File: src/rtl/tmem_bank_loader_if.sv
// rtl/tmem_bank_loader_if.sv - host write bus and TMEM bank write port of the loader
interface tmem_bank_loader_if #(
    parameter int WB_WIDTH  = 32,
    parameter int BANK_BITS = 2
);
    logic [WB_WIDTH-1:0]  DAT_I;
    logic [1:0]           TGA_I;
    logic                 STB_I;
    logic                 CYC_I;
    logic                 WE_I;
    logic                 ACK_O;
    logic [WB_WIDTH-1:0]  TMDAT_O;
    logic [WB_WIDTH-1:0]  TMADR_O;
    logic [BANK_BITS-1:0] TMSEL_O;
    logic                 TMWE_O;
    logic                 BUSY_O;
    logic                 DONE_O;

    // Host side: drives the write request, observes ack and the bank port.
    modport master (
        output DAT_I, TGA_I, STB_I, CYC_I, WE_I,
        input  ACK_O, TMDAT_O, TMADR_O, TMSEL_O, TMWE_O, BUSY_O, DONE_O
    );

    // Loader side.
    modport slave (
        input  DAT_I, TGA_I, STB_I, CYC_I, WE_I,
        output ACK_O, TMDAT_O, TMADR_O, TMSEL_O, TMWE_O, BUSY_O, DONE_O
    );
endinterface

File: src/rtl/tmem_bank_loader.sv
// rtl/tmem_bank_loader.sv - linear write stream to interleaved TMEM bank writes
module tmem_bank_loader #(
    parameter int WB_WIDTH   = 32,
    parameter int BANK_BITS  = 2,
    parameter int CNT_WIDTH  = 16,
    parameter int FIFO_DEPTH = 4
) (
    input logic               CLK_I,
    input logic               RST_I,
    tmem_bank_loader_if.slave bus
);
    localparam int PTR_W = $clog2(FIFO_DEPTH);

    localparam logic [1:0] TGA_DATA  = 2'b00;
    localparam logic [1:0] TGA_BASE  = 2'b01;
    localparam logic [1:0] TGA_COUNT = 2'b10;

    typedef enum logic [1:0] {
        S_IDLE  = 2'd0,
        S_LOAD  = 2'd1,
        S_DRAIN = 2'd2
    } state_t;

    state_t                r_state;
    state_t                w_state_nxt;

    logic                  r_ack;
    logic                  r_done;
    logic                  r_done_pend;
    logic                  r_tmwe;
    logic [WB_WIDTH-1:0]   r_tmdat;
    logic [WB_WIDTH-1:0]   r_tmadr;
    logic [BANK_BITS-1:0]  r_tmsel;

    logic [WB_WIDTH-1:0]   r_base;
    logic [WB_WIDTH-1:0]   r_wvaddr;
    logic [CNT_WIDTH-1:0]  r_rem_in;
    logic [CNT_WIDTH-1:0]  r_rem_out;

    logic [WB_WIDTH-1:0]   r_fifo [FIFO_DEPTH];
    logic [PTR_W-1:0]      r_wr_ptr;
    logic [PTR_W-1:0]      r_rd_ptr;
    logic [PTR_W:0]        r_fifo_cnt;

    logic                  w_req;
    logic                  w_fifo_full;
    logic                  w_fifo_empty;
    logic                  w_push;
    logic                  w_pop;
    logic                  w_ack_nxt;
    logic                  w_base_ld;
    logic                  w_burst_start;
    logic                  w_zero_done;
    logic                  w_done_nxt;
    logic [CNT_WIDTH-1:0]  w_count;

    // An outstanding ack masks the strobe so a held request is taken only once.
    assign w_req        = bus.STB_I & bus.CYC_I & bus.WE_I & ~r_ack;
    assign w_fifo_full  = (r_fifo_cnt == (PTR_W+1)'(FIFO_DEPTH));
    assign w_fifo_empty = (r_fifo_cnt == '0);
    assign w_pop        = (r_state != S_IDLE) && !w_fifo_empty;
    assign w_count      = bus.DAT_I[CNT_WIDTH-1:0];

    assign bus.ACK_O   = r_ack;
    assign bus.TMWE_O  = r_tmwe;
    assign bus.TMDAT_O = r_tmdat;
    assign bus.TMADR_O = r_tmadr;
    assign bus.TMSEL_O = r_tmsel;
    assign bus.BUSY_O  = (r_state != S_IDLE);
    assign bus.DONE_O  = r_done;

    // State register.
    always_ff @(posedge CLK_I or negedge RST_I) begin
        if (!RST_I) begin
            r_state <= S_IDLE;
        end else begin
            r_state <= w_state_nxt;
        end
    end

    // Command decode: which host writes are accepted in each state, and burst sequencing.
    always_comb begin
        w_state_nxt   = r_state;
        w_ack_nxt     = 1'b0;
        w_base_ld     = 1'b0;
        w_burst_start = 1'b0;
        w_zero_done   = 1'b0;
        w_push        = 1'b0;
        w_done_nxt    = 1'b0;
        case (r_state)
            S_IDLE: begin
                if (w_req && bus.TGA_I == TGA_BASE) begin
                    w_base_ld = 1'b1;
                    w_ack_nxt = 1'b1;
                end else if (w_req && bus.TGA_I == TGA_COUNT) begin
                    w_ack_nxt = 1'b1;
                    if (w_count == '0) begin
                        w_zero_done = 1'b1;
                    end else begin
                        w_burst_start = 1'b1;
                        w_state_nxt   = S_LOAD;
                    end
                end
            end
            S_LOAD: begin
                if (w_req && bus.TGA_I == TGA_DATA && !w_fifo_full && r_rem_in != '0) begin
                    w_push    = 1'b1;
                    w_ack_nxt = 1'b1;
                    if (r_rem_in == CNT_WIDTH'(1)) begin
                        w_state_nxt = S_DRAIN;
                    end
                end
            end
            S_DRAIN: begin
                // remaining_out hits zero on the edge that loads the final bank write.
                if (r_rem_out == '0) begin
                    w_done_nxt  = 1'b1;
                    w_state_nxt = S_IDLE;
                end
            end
            default: begin
                w_state_nxt = S_IDLE;
            end
        endcase
    end

    // Control, counters, FIFO pointers and the registered bank write port.
    always_ff @(posedge CLK_I or negedge RST_I) begin
        if (!RST_I) begin
            r_ack       <= 1'b0;
            r_done      <= 1'b0;
            r_done_pend <= 1'b0;
            r_tmwe      <= 1'b0;
            r_tmdat     <= '0;
            r_tmadr     <= '0;
            r_tmsel     <= '0;
            r_base      <= '0;
            r_wvaddr    <= '0;
            r_rem_in    <= '0;
            r_rem_out   <= '0;
            r_wr_ptr    <= '0;
            r_rd_ptr    <= '0;
            r_fifo_cnt  <= '0;
        end else begin
            r_ack       <= w_ack_nxt;
            r_done_pend <= w_zero_done;
            r_done      <= w_done_nxt | r_done_pend;

            if (w_base_ld) begin
                r_base <= bus.DAT_I;
            end

            if (w_burst_start) begin
                r_rem_in  <= w_count;
                r_rem_out <= w_count;
                r_wvaddr  <= r_base;
            end else begin
                if (w_push) begin
                    r_rem_in <= r_rem_in - CNT_WIDTH'(1);
                end
                if (w_pop) begin
                    r_rem_out <= r_rem_out - CNT_WIDTH'(1);
                    r_wvaddr  <= r_wvaddr + WB_WIDTH'(1);
                end
            end

            if (w_push) begin
                r_wr_ptr <= r_wr_ptr + PTR_W'(1);
            end
            if (w_pop) begin
                r_rd_ptr <= r_rd_ptr + PTR_W'(1);
            end
            case ({w_push, w_pop})
                2'b10:   r_fifo_cnt <= r_fifo_cnt + (PTR_W+1)'(1);
                2'b01:   r_fifo_cnt <= r_fifo_cnt - (PTR_W+1)'(1);
                default: r_fifo_cnt <= r_fifo_cnt;
            endcase

            // Bank index is the low address bits; the in-bank address is the rest.
            if (w_pop) begin
                r_tmwe  <= 1'b1;
                r_tmdat <= r_fifo[r_rd_ptr];
                r_tmsel <= r_wvaddr[BANK_BITS-1:0];
                r_tmadr <= r_wvaddr >> BANK_BITS;
            end else begin
                r_tmwe  <= 1'b0;
            end
        end
    end

    // FIFO storage; contents are meaningless while the count is zero, so no reset.
    always_ff @(posedge CLK_I) begin
        if (w_push) begin
            r_fifo[r_wr_ptr] <= bus.DAT_I;
        end
    end
endmodule

File: src/flat_wrapper.sv
// flat-port wrapper written by rule: the top's interface ports become plain ports
module tmem_bank_loader_flat 
#(
    parameter int WB_WIDTH   = 32,
    parameter int BANK_BITS  = 2,
    parameter int CNT_WIDTH  = 16,
    parameter int FIFO_DEPTH = 4
)
  (CLK_I, RST_I, bus_DAT_I, bus_TGA_I, bus_STB_I, bus_CYC_I, bus_WE_I, bus_ACK_O, bus_TMDAT_O, bus_TMADR_O, bus_TMSEL_O, bus_TMWE_O, bus_BUSY_O, bus_DONE_O);
  tmem_bank_loader_if #(.WB_WIDTH(WB_WIDTH), .BANK_BITS(BANK_BITS)) bus_i ();
  input logic CLK_I;
  input logic RST_I;
  input wire logic [$bits(bus_i.DAT_I)-1:0] bus_DAT_I;
  input wire logic [$bits(bus_i.TGA_I)-1:0] bus_TGA_I;
  input wire logic [$bits(bus_i.STB_I)-1:0] bus_STB_I;
  input wire logic [$bits(bus_i.CYC_I)-1:0] bus_CYC_I;
  input wire logic [$bits(bus_i.WE_I)-1:0] bus_WE_I;
  output wire logic [$bits(bus_i.ACK_O)-1:0] bus_ACK_O;
  output wire logic [$bits(bus_i.TMDAT_O)-1:0] bus_TMDAT_O;
  output wire logic [$bits(bus_i.TMADR_O)-1:0] bus_TMADR_O;
  output wire logic [$bits(bus_i.TMSEL_O)-1:0] bus_TMSEL_O;
  output wire logic [$bits(bus_i.TMWE_O)-1:0] bus_TMWE_O;
  output wire logic [$bits(bus_i.BUSY_O)-1:0] bus_BUSY_O;
  output wire logic [$bits(bus_i.DONE_O)-1:0] bus_DONE_O;
  assign bus_i.DAT_I = bus_DAT_I;
  assign bus_i.TGA_I = bus_TGA_I;
  assign bus_i.STB_I = bus_STB_I;
  assign bus_i.CYC_I = bus_CYC_I;
  assign bus_i.WE_I = bus_WE_I;
  assign bus_ACK_O = bus_i.ACK_O;
  assign bus_TMDAT_O = bus_i.TMDAT_O;
  assign bus_TMADR_O = bus_i.TMADR_O;
  assign bus_TMSEL_O = bus_i.TMSEL_O;
  assign bus_TMWE_O = bus_i.TMWE_O;
  assign bus_BUSY_O = bus_i.BUSY_O;
  assign bus_DONE_O = bus_i.DONE_O;
  tmem_bank_loader #(.WB_WIDTH(WB_WIDTH), .BANK_BITS(BANK_BITS), .CNT_WIDTH(CNT_WIDTH), .FIFO_DEPTH(FIFO_DEPTH)) u_core (.CLK_I(CLK_I), .RST_I(RST_I), .bus(bus_i));
endmodule
File: config.mk
export PLATFORM = sky130hd
export DESIGN_NAME = tmem_bank_loader_flat
export DESIGN_NICKNAME = d
export VERILOG_FILES = /design/src/rtl/tmem_bank_loader_if.sv /design/src/rtl/tmem_bank_loader.sv /design/src/flat_wrapper.sv
export SDC_FILE = /design/constraint.sdc
export NUM_CORES = 1
export LEC_CHECK = 0
export BUFFER_PORTS_ARGS = -buffer_cell sky130_fd_sc_hd__buf_2
export CAP_MARGIN = 30
export CORE_MARGIN = 8
export CORE_UTILIZATION = 50
export CTS_CLUSTER_DIAMETER = 50
export CTS_CLUSTER_SIZE = 12
export DETAILED_ROUTE_END_ITERATION = 10
export GPL_ROUTABILITY_DRIVEN = 1
export GPL_TIMING_DRIVEN = 0
export PLACE_DENSITY = 0.72
export SLEW_MARGIN = 20
export SYNTH_ARGS = -nofsm -noshare
export SYNTH_HDL_FRONTEND = slang
export SYNTH_SLANG_ARGS = --single-unit
File: constraint.sdc
create_clock -name CLK_I -period 8.8 [get_ports CLK_I]
set_input_delay 0.88 -clock CLK_I [delete_from_list [all_inputs] [get_ports CLK_I]]
set_output_delay 0.88 -clock CLK_I [all_outputs]
set_load 0.01 [all_outputs]
Word level (Yosys, flattened, before mapping)
Memories as Yosys holds them, arrays and structs flattened. A register that Yosys moved wholly into a read port is not among the register bits. Index checks and enable logic that the tools add are counted.

Latch bits: 0. Bits of input ports: 39. Bits in writable memories: 128. ROM bits: 0. Bits in registers: 141. Word-level logic and storage cells: 95. Memories: 1. Output and inout port bits: 70.

Add/subtract/negate cells: 7. Multiplexer cells: 34. Eq/ne operators: 14. Multipliers: 0. Reductions and logical operators: 20. Divide/modulo/power cells: 0. Shift-type cells: 0. $lt $le $gt $ge: 0. Bitwise gates (word level): 5.

Memories: u_core.r_fifo (depth 4, width 32, rd ports 1, clocked after memory_dff 1, wr ports 1, RTL line tmem_bank_loader.sv:40) `logic [WB_WIDTH-1:0] r_fifo [FIFO_DEPTH];`.

Operators by type and width (number): $mux W16 (4); $mux W32 (2); $add A32 B1 Y32 const B (1); $logic_not A16 Y1 (2); $sub A16 B1 Y16 const B (2); $mux W1 (19); $eq A16 B1 Y1 const B (1); $reduce_bool A16 Y1 (1); $mux W2 (6); $ne A2 B1 Y1 const B (4); $reduce_bool A2 Y1 (4); $eq A2 B1 Y1 const B (3); $eq A2 B2 Y1 const B (3); $logic_and A1 B1 Y1 (6); $pmux W2 S3 (1); $pmux W3 S2 (1); $reduce_and A6 Y1 (1); $add A2 B1 Y2 const B (2); $logic_not A2 Y1 (2); $ne A2 B2 Y1 const B (2); $add A3 B1 Y3 const B (1); $and A1 B1 Y1 (3); $eq A3 B3 Y1 const B (1); $logic_not A1 Y1 (3); 5 further kinds (5).

Longest topological paths before layout
Depth in word-level cells: 10. Gate-level depth with buffers: 15.

Least setup slack after synthesis
No wires, ideal clock.

Path kind: input to register. Start point: input bus_TGA_I[0]. End point: memory u_core.r_fifo[0][0] (enable). Arrival: 2.886 ns. Slack: 5.522 ns. Stages: 4. Data required time: 8.408 ns. Setup time: 0.392 ns. Cell sequence: or3b_2 -> a2111oi_2 -> clkbuf_1 -> and3_1.

Cells in the longest elaborated chain, start to end: 8.

Ends and longest elaborated chain: start, declared (RTL line flat_wrapper.sv:14) `input wire logic [$bits(bus_i.TGA_I)-1:0] bus_TGA_I;`; $logic_not A2 Y1 (RTL line tmem_bank_loader.sv:106) `if (w_req && bus.TGA_I == TGA_DATA && !w_fifo_full && r_rem_in != '0) begin`; $logic_and A1 B1 Y1 (3 in series) (RTL line tmem_bank_loader.sv:106); $mux W1 (RTL line tmem_bank_loader.sv:106); $mux W1 (RTL line tmem_bank_loader.sv:90) `case (r_state)`; $mux W1 (RTL line tmem_bank_loader.sv:193) `if (w_push) begin`; $mux W1 (implied by the code) (RTL line tmem_bank_loader.sv:194) `r_fifo[r_wr_ptr] <= bus.DAT_I;`; end, declared (RTL line tmem_bank_loader.sv:40).

Every way passes these cells.

Final worst setup path
Start point: register u_core.r_rem_in[0]. End point: register u_core.r_fifo_cnt[2].

Cells in the longest elaborated chain, start to end: 6. Elaborated cells between the ends (all ways): 8.

Ends and longest elaborated chain: start, declared (RTL line tmem_bank_loader.sv:37) `logic [CNT_WIDTH-1:0] r_rem_in;`; start signal, assigned (RTL line tmem_bank_loader.sv:154) `r_rem_in <= w_count;`; start signal, assigned (RTL line tmem_bank_loader.sv:159) `r_rem_in <= r_rem_in - CNT_WIDTH'(1);`; $reduce_bool A16 Y1 (*) (RTL line tmem_bank_loader.sv:106); $logic_and A1 B1 Y1 (*) (RTL line tmem_bank_loader.sv:106); $mux W1 (*) (RTL line tmem_bank_loader.sv:106); $mux W1 (*) (RTL line tmem_bank_loader.sv:90); $eq A2 B1 Y1 / $eq A2 B2 Y1 (equally long branches) (RTL line tmem_bank_loader.sv:173) `case ({w_push, w_pop})`; $pmux W3 S2 / $reduce_bool A2 Y1 (equally long branches); end signal, assigned (RTL line tmem_bank_loader.sv:174) `2'b10: r_fifo_cnt <= r_fifo_cnt + (PTR_W+1)'(1);`; end signal, assigned (RTL line tmem_bank_loader.sv:175) `2'b01: r_fifo_cnt <= r_fifo_cnt - (PTR_W+1)'(1);`; end signal, assigned (RTL line tmem_bank_loader.sv:176) `default: r_fifo_cnt <= r_fifo_cnt;`; end, declared (RTL line tmem_bank_loader.sv:43) `logic [PTR_W:0] r_fifo_cnt;`.

Every way passes the cells marked *; elsewhere a longest branch is shown, timed or not. A chain may end at the register's enable or synchronous reset.

==> impl_metrics.env <==
export IMPL_status="finished, final reports clean"
export IMPL_path_max_fanout=10
export IMPL_coreArea_um2=24960
export IMPL_post_cts_resize_count=0
export IMPL_synth_most_common_cell="nand2_1"
export IMPL_port_buffers=106
export IMPL_grt_setup_unrepaired="false"
export IMPL_fin_skew_ns=0.01380
export IMPL_path_cells="inv_1 -> ha_1 -> or3b_1 -> clkbuf_1 -> or4b_4 -> and2_1 -> buf_6 -> clkinv_4 -> buf_12 -> ha_1 -> inv_1 -> fa_1 -> xor2_1 -> nor2_1 -> xor2_1"
export IMPL_htreeDepth=2
export IMPL_maxCapViolCount=0
export IMPL_slew_limit_headroom_pct=29.06
export IMPL_holdWs_ns=0.2233
export IMPL_wirelength_um=31860
export IMPL_wire_per_inst_um=21.07
export IMPL_min_period_ns=3.471
export IMPL_syn_cell_area_um2=12570
export IMPL_synth_cells=1000
export IMPL_clock_sinks=301
export IMPL_start_util_pct=50.35
export IMPL_avgViaCountPerCell=5.751
export IMPL_die_y_um=174.5
export IMPL_power_leakage_nw=6.154
export IMPL_cts_tree="built"
export IMPL_setup_viol=0
export IMPL_antenna_found_initial=2
export IMPL_tns_ns=0
export IMPL_cts_buffers=36
export IMPL_grt_ovfl_total=0
export IMPL_grt_max_degree=80
export IMPL_ys_top_cells_by_area="dfrtp_1, edfxtp_1, nand2_1"
export IMPL_ys_types=58
export IMPL_final_layout_size_suffix_gt1_share_pct=21.19
export IMPL_gp_congestion=0.8791
export IMPL_nets=1203
export IMPL_dpl_hpwl_um=22010
export IMPL_ir_worst_vdd_uv=141.7
export IMPL_seqCellArea_um2=8173
export IMPL_end_kind="flop"
export IMPL_cts_setup_buffers=0
export IMPL_fp_dieW_um=174.5
export IMPL_hp_class="primary input to asynchronous set/reset pin"
export IMPL_yosys_area_top_type="dfrtp_1"
export IMPL_first_pass_iters=5
export IMPL_synth_edf_count=128
export IMPL_required_ns=9.23
export IMPL_instances_no_fill=1512
export IMPL_io_pins=109
export IMPL_hold_viol=0
export IMPL_via_count=8696
export IMPL_multi_input_area_um2=4075
export IMPL_worstSkewPairLatency_ns=0.51
export IMPL_timing_final_crit_share_pct=39.44
export IMPL_slowest_delay_ns=0.60
export IMPL_root_buffer="clkbuf_16"
export IMPL_grt_usage_pct=20.79
export IMPL_async_flop_share_pct=57.48
export IMPL_ys_seq_area_share_pct=65.03
export IMPL_grt_pass1_vias=8889
export IMPL_ant_nets=0
export IMPL_yosys_warnings=0
export IMPL_yosysTopAreaCellShare_pct=34.44
export IMPL_area_growth_syn_to_layout_pct=18.62
export IMPL_critPathSlowestCell="or4b_4"
export IMPL_startpoint_type="flop"
export IMPL_drt_initial_drc_count=825
export IMPL_cts_hold_buffers_added=0
export IMPL_n_fill_cell=1990
export IMPL_dieArea_um2=30470
export IMPL_syn_mean_instance_area_um2=12.57
export IMPL_route_detailed_drc=0
export IMPL_path_delay_family="simple AND/OR/NAND/NOR gates"
export IMPL_drv_slew=0
export IMPL_grt_pass1_wl_um=49700
export IMPL_rows=58
export IMPL_dp_cells=1444
export IMPL_path_buf_inv=6
export IMPL_ys_flop_type="dfrtp_1"
export IMPL_worst_pin_slew_ns=1.054
export IMPL_synth_top_cells_by_count="nand2_1, dfrtp_1, edfxtp_1"
export IMPL_arrival_ns=3.90
export IMPL_path_class="flop to flop"
export IMPL_clk_pin_slew_worst_paths_ns=0.06
export IMPL_power_density_nw_per_um2=293.3
export IMPL_max_clock_freq_mhz=288.1
export IMPL_clk_path_buf_depth=3
export IMPL_synth_seq_cells=301
-- registers in the layout (all words and copies together) (netlist names) --
register            count
u_core.r_rd_ptr         2
u_core.r_state          2
u_core.bus.TMADR_O     30
u_core.bus.TMWE_O       1
u_core.r_fifo         128
u_core.r_wr_ptr         2
u_core.r_base          32
u_core.bus.TMSEL_O      2
u_core.r_fifo_cnt       3
u_core.bus.DONE_O       1
u_core.r_rem_in        16
u_core.bus.ACK_O        1
u_core.r_wvaddr        32
u_core.r_rem_out       16
u_core.r_done_pend      1
u_core.bus.TMDAT_O     32
-- layer usage --
layer | GRT usage, % | vias up | wire length, um | part of all wire (%)
met5 | 0 | - | 0 | 0
met4 | 8.089 | 0 | 981 | 3.1
met3 | 4.057 | 70 | 2171 | 6.8
met2 | 34.18 | 344 | 15520 | 49
met1 | 26.90 | 4315 | 13190 | 41
li1 | - | 3967 | - | -
-- layout make-up --
cell class / count / share of cell area, %
Antenna cell: 2 / 0.03357
Buffer: 53 / 1.544
Clock buffer: 50 / 6.605
Clock inverter: 15 / 1.385
Inverter: 25 / 0.6630
Multi-Input combinational cell: 622 / 27.34
Sequential cell: 301 / 54.82
Tap cell: 330 / 2.770
Timing Repair Buffer: 114 / 4.843
-- metrics by stage --
stage                     area [um^2]  worst slack, ns  util, %  total power, mW
after floorplan                 12570            5.522        -            2.498
after global placement          13520            4.023    54.14            2.862
after detailed placement        13700            5.216    54.88            2.901
after CTS                       14890            5.346    59.65            4.400
after global routing            14910            5.133    59.72            4.593
final                           14910            5.329    59.72            4.372
-- logic make-up after synthesis --
family	Yosys count	synth area share [%]
multiplexers	65	8.681
XOR/XNOR	15	1.045
other	1	0.02984
AND/OR/NAND/NOR	392	14.03
adder cells (fa/ha/maj)	11	1.155
buffers and inverters	78	2.618
flip-flops	301	65.03
AO/OA/AOI/OAI	137	7.417
-- path summary, 6_finish.rpt --
kind,start,end,slack (ns),cells past startpoint
worst max-delay path,u_core.r_rem_in[0],u_core.r_fifo_cnt[2],5.33,15
worst min-delay path,RST_I,u_core.r_rem_in[12],0.22,1
worst max register to register,u_core.r_rem_in[0],u_core.r_fifo_cnt[2],5.33,15
worst min register to register,u_core.r_done_pend,u_core.bus.DONE_O,0.43,1
max in group asynchronous,RST_I,u_core.r_base[21],7.55,3
min in group CLK_I,u_core.r_done_pend,u_core.bus.DONE_O,0.43,1
-- report_power, final --
group / leakage, nW / internal (mW) / switching, mW
registers: 3.33 / 1.66 / 0.135
logic: 2.25 / 0.431 / 0.658
clock network: 0.574 / 0.910 / 0.580
-- cell usage in the layout (no fill, tap or decap), types with 11 or more instances in the layout --
master     count
a21oi_1       11
buf_2        106
clkbuf_1      54
clkbuf_16     37
dfrtp_1      173
edfxtp_1     128
inv_1         23
mux2_2        32
mux4_2        32
nand2_1      237
nand3_1       41
nor2_1        33
nor4_1        15
o211ai_1      29
o21ai_0       45
o311ai_0      19
or3_1         14
Note: power is estimated with default switching activity, not from simulation.
